$ cat src/rtl/input_debouncer_pkg.sv
// Shared project constants for the input debouncer: board channel count and
// default filter timing.
package input_debouncer_pkg;

  localparam int BOARD_CHANNELS        = 4;
  localparam int STABLE_CYCLES_DEFAULT = 16;
  localparam int SYNC_STAGES_DEFAULT   = 2;

  // Counter must hold 0..stable_cycles-1; guards the degenerate width-0 case.
  function automatic int counter_width(input int stable_cycles);
    return (stable_cycles < 2) ? 1 : $clog2(stable_cycles);
  endfunction

endpackage

$ cat src/rtl/input_debouncer_channel.sv
// One debounce channel: synchronizer chain, stability counter, clean level
// register and registered rise/fall pulses.
module debounce_channel
  import input_debouncer_pkg::*;
#(
  parameter int STABLE_CYCLES = STABLE_CYCLES_DEFAULT,
  parameter int SYNC_STAGES   = SYNC_STAGES_DEFAULT
) (
  input  logic clk,
  input  logic rst,
  input  logic raw,
  output logic clean,
  output logic rise,
  output logic fall,
  output logic accept
);

  localparam int            CW       = counter_width(STABLE_CYCLES);
  localparam logic [CW-1:0] TERMINAL = CW'(STABLE_CYCLES - 1);

  logic [SYNC_STAGES-1:0] sync_chain;
  logic                   sync;
  logic [CW-1:0]          count;

  assign sync = sync_chain[SYNC_STAGES-1];

  // Terminal count reached while still disagreeing: this edge commits the change.
  assign accept = (sync != clean) && (count == TERMINAL);

  always_ff @(posedge clk) begin
    if (rst) begin
      sync_chain <= '0;
      count      <= '0;
      clean      <= 1'b0;
      rise       <= 1'b0;
      fall       <= 1'b0;
    end else begin
      sync_chain <= {sync_chain[SYNC_STAGES-2:0], raw};
      rise       <= accept & sync;
      fall       <= accept & ~sync;
      if (sync == clean) begin
        count <= '0;
      end else if (accept) begin
        count <= '0;
        clean <= sync;
      end else begin
        count <= count + CW'(1);
      end
    end
  end

endmodule

$ cat src/rtl/input_debouncer.sv
// Multi-channel switch/button debouncer; each channel is independent and the
// only shared logic is the registered any-change flag.
module input_debouncer
  import input_debouncer_pkg::*;
#(
  parameter int CHANNELS      = BOARD_CHANNELS,
  parameter int STABLE_CYCLES = STABLE_CYCLES_DEFAULT,
  parameter int SYNC_STAGES   = SYNC_STAGES_DEFAULT
) (
  input  logic                i_Clock,
  input  logic                i_Reset,
  input  logic [CHANNELS-1:0] i_Raw,
  output logic [CHANNELS-1:0] o_Clean,
  output logic [CHANNELS-1:0] o_Rise,
  output logic [CHANNELS-1:0] o_Fall,
  output logic                o_Changed
);

  logic [CHANNELS-1:0] accept;

  for (genvar n = 0; n < CHANNELS; n++) begin : g_channel
    debounce_channel #(
      .STABLE_CYCLES(STABLE_CYCLES),
      .SYNC_STAGES  (SYNC_STAGES)
    ) u_channel (
      .clk   (i_Clock),
      .rst   (i_Reset),
      .raw   (i_Raw[n]),
      .clean (o_Clean[n]),
      .rise  (o_Rise[n]),
      .fall  (o_Fall[n]),
      .accept(accept[n])
    );
  end

  // Registered from the same accept terms as the pulses so it lines up with them.
  always_ff @(posedge i_Clock) begin
    if (i_Reset) begin
      o_Changed <= 1'b0;
    end else begin
      o_Changed <= |accept;
    end
  end

endmodule

$ cat config.mk
export PLATFORM = sky130hd
export DESIGN_NAME = input_debouncer
export DESIGN_NICKNAME = d
export VERILOG_FILES = /design/src/rtl/input_debouncer_pkg.sv /design/src/rtl/input_debouncer_channel.sv /design/src/rtl/input_debouncer.sv
export SDC_FILE = /design/constraint.sdc
export NUM_CORES = 1
export LEC_CHECK = 0
export CAP_MARGIN = 20
export CORE_MARGIN = 2
export CORE_UTILIZATION = 55
export CTS_BUF_LIST = sky130_fd_sc_hd__clkbuf_2
export DETAILED_ROUTE_END_ITERATION = 7
export PLACE_DENSITY = 0.8
export SETUP_SLACK_MARGIN = 0.5
export SLEW_MARGIN = 20
export SYNTH_ARGS = -nofsm -noshare
export SYNTH_HDL_FRONTEND = slang
export SYNTH_SLANG_ARGS = --single-unit
$ cat constraint.sdc
create_clock -name i_Clock -period 3.6 [get_ports i_Clock]
set_input_delay 0.36 -clock i_Clock [delete_from_list [all_inputs] [get_ports i_Clock]]
set_output_delay 0.36 -clock i_Clock [all_outputs]
set_load 0.02 [all_outputs]
==> results.toml <==
[route]
drt-total-wl_mm = 1.92
ant_nets = 0
drt-pass1-iter-count = 4
wl_per_cell_um = 11.7
vias_per_cell = 5.14
vias = 843
drc = 0
drt_iter0_markers = 11

[setup_path]
rr_worst_depth = 4
max_stage_delay_ns = 0.64
rrSetupSlack_ns = 2.26
r2r_end = "g_channel[2].u_channel.count[3]$_SDFF_PP0_"
worstReg2RegStart = "g_channel[2].u_channel.count[0]$_SDFF_PP0_"
critPathMaxFanout = 5
start_kind = "register"
cp-startpoint = "g_channel[2].u_channel.clean$_SDFFE_PP0P_"
slowest_stage = "clkdlybuf4s50_1"
cp.depth = 1
critPathTopFamily = "buffers and inverters"
endpoint = "o_Clean[2]"
worstPathRequired_ns = 3.24
critPathKind = "reg -> out"
crit_buf_inv = 1
cp.arrival_ns = 1.44
cp-end-kind = "output port"
path_cells = "clkdlybuf4s50_1"

[pwr]
vdd_drop_max_mv = 0.449
power_uw = 681
powerDensity_mw_per_mm2 = 444
leakage_uw = 0.000583

[die]
die_h_um = 53.6
die_w_um = 53.6
rows = 17
num_io_pins = 19
die-area_mm2 = 0.00287
start_util_pct = 59.5
core_mm2 = 0.00228

[timing]
drv_slew = 0
skew_ns = 0.0222
finalSetupViolations = 0
clock.fmax_mhz = 556
finalCritPeriodShare_pct = 50.0
setup-tns-final_ns = 0
period_minus_slack_ns = 1.80
worst_pin_slew_ns = 0.963
relSlewSlack_pct = 35.6
rsz0062_at_grt = "no"
hold_viol = 0

[global_routing]
grt_pass1_wl_mm = 3.35
grt_max_degree = 32
overflow = 0
antenna_found_initial = 0
grt_pass1_vias = 799
track_usage_pct = 16.6

[clocking]
cts_sinks = 37
ctsHoldBuffers = 0
cts_buffer_depth = 2
cts.reportedPaths.clkPinSlew_ns = 0.18
cts_max_level = 2
cts_made_buffers = 5
cts_setup_buffers = 0
clk_latency_ns = 0.36
post_cts_resized = 0
cts_tree = "built"
cts_root_buffer = "clkbuf_2"

[synthesis]
ys_ff_latch = 37
synthCells = 125
ys_seq_area_share_pct = 54.7
ys_warn_count = 0
synth_cell_type_count = 18
syn-mean-instance-area_um2 = 10.8
synth_nets = 135
synth_area_mm2 = 0.00135

[finish]
layout-drive-gt1-share_pct = 5.88
fillers = 171
diodes = 0
nets = 145
syn2layout_area_growth_pct = 13.3

[place]
hpwl_mm = 1.38
io_buffers = 18
routabilityCongestion = 0.713

[hold_path]
hold_path_class = "reg -> reg"

[run_status]
outcome = "complete, no violations"

[flow_run]
maxCapViolations = 0
==> cells by family (layout without fill, tap and decap cells) <==
family | count (synthesis) | after routing | share of synthesized area, %
adders and majority gates | 4 | 4 | 3.70
muxes | 4 | 4 | 2.96
buffers and inverters | 17 | 28 | 8.04
xor gates and xnor gates | 12 | 12 | 7.76
DFF | 37 | 37 | 54.7
AOI/OAI and AO/OA | 4 | 4 | 2.40
and+or+nand+nor | 47 | 47 | 20.4
==> sequential cells by signal (all words and copies together), names as in the netlist <==
| name | flops |
|---|---|
| g_channel.u_channel.count | 16 |
| g_channel.u_channel.sync_chain | 8 |
| g_channel.u_channel.clean | 4 |
| g_channel.u_channel.fall | 4 |
| g_channel.u_channel.rise | 4 |
| o_Changed | 1 |
==> layer usage <==
layer  global-route usage (%)  share of wire (%)  up-vias
li1                         -                  -      435
met1                     18.2                 45      388
met2                     28.0                 50       15
met3                     6.67                3.4        5
met4                     7.69                2.0        0
met5                        0                  0        -
==> how the worst min path moves through the flow <==
stage,startpoint,to,slack [ns],cells after the start
after floorplan,g_channel[0].u_channel.sync_chain[0]$_SDFF_PP0_,g_channel[0].u_channel.sync_chain[1]$_SDFF_PP0_,0.41,1
after global placement,g_channel[2].u_channel.sync_chain[0]$_SDFF_PP0_,g_channel[2].u_channel.sync_chain[1]$_SDFF_PP0_,0.42,1
after detailed placement,g_channel[3].u_channel.sync_chain[0]$_SDFF_PP0_,g_channel[3].u_channel.sync_chain[1]$_SDFF_PP0_,0.42,1
after CTS,g_channel[0].u_channel.sync_chain[0]$_SDFF_PP0_,g_channel[0].u_channel.sync_chain[1]$_SDFF_PP0_,0.46,1
after global routing,g_channel[0].u_channel.sync_chain[0]$_SDFF_PP0_,g_channel[0].u_channel.sync_chain[1]$_SDFF_PP0_,0.48,1
final,g_channel[0].u_channel.sync_chain[0]$_SDFF_PP0_,g_channel[0].u_channel.sync_chain[1]$_SDFF_PP0_,0.46,1
==> Yosys cell counts (all sizes together) <==
library cell	count	area [um2]
mux2i	4	40.0
buf	12	90.1
xnor2	10	87.6
nor2	12	45.0
ha	4	50.1
nor2b	8	50.1
o21ba	1	10.0
o22ai	2	12.5
dfxtp	37	741
nor4b	10	87.6
a311o	1	10.0
or3b	1	8.76
xor2	2	17.5
nor3	4	20.0
inv	2	7.51
nand3	8	40.0
and3	4	25.0
clkbuf	3	11.3
==> layout make-up <==
type                       instances  area, um2  area share [%]
sequential                        37        741            48.3
inverter                           2       7.51           0.489
timing repair buffer              18        180            11.7
clock buffer                       5       25.0            1.63
tap                               28       35.0            2.28
multi-input combinational         71        504            32.9
clock inverter                     3       41.3            2.69
==> metrics by stage <==
step / instances / hold slack [ns] / area (um2) / setup WS, ns / util (%)
after floorplan: 125 / 0.414 / 1350 / 2.38 / -
after global placement: 156 / 0.417 / 1470 / 1.57 / 64.5
after detailed placement: 156 / 0.425 / 1470 / 1.53 / 64.5
after CTS: 164 / 0.464 / 1530 / 1.78 / 67.4
after global routing: 164 / 0.482 / 1530 / 1.70 / 67.4
final: 164 / 0.460 / 1530 / 1.80 / 67.4
==> report_power, final <==
part | internal, uW | switching, uW | leakage [uW]
Clock | 115 | 128 | 0.0000366
Sequential | 416 | 3.46 | 0.000300
Combinational | 10.0 | 8.77 | 0.000246
==> cell usage in the layout (no fill, tap or decap), drive strengths merged, types with 4 or more instances in the layout <==
cell,count
and3,4
clkbuf,5
clkdlybuf4s50,18
dfxtp,37
ha,4
mux2i,4
nand3,8
nor2,12
nor2b,8
nor3,4
nor4b,10
xnor2,10
No activity file was read; power rests on OpenSTA's default activity.
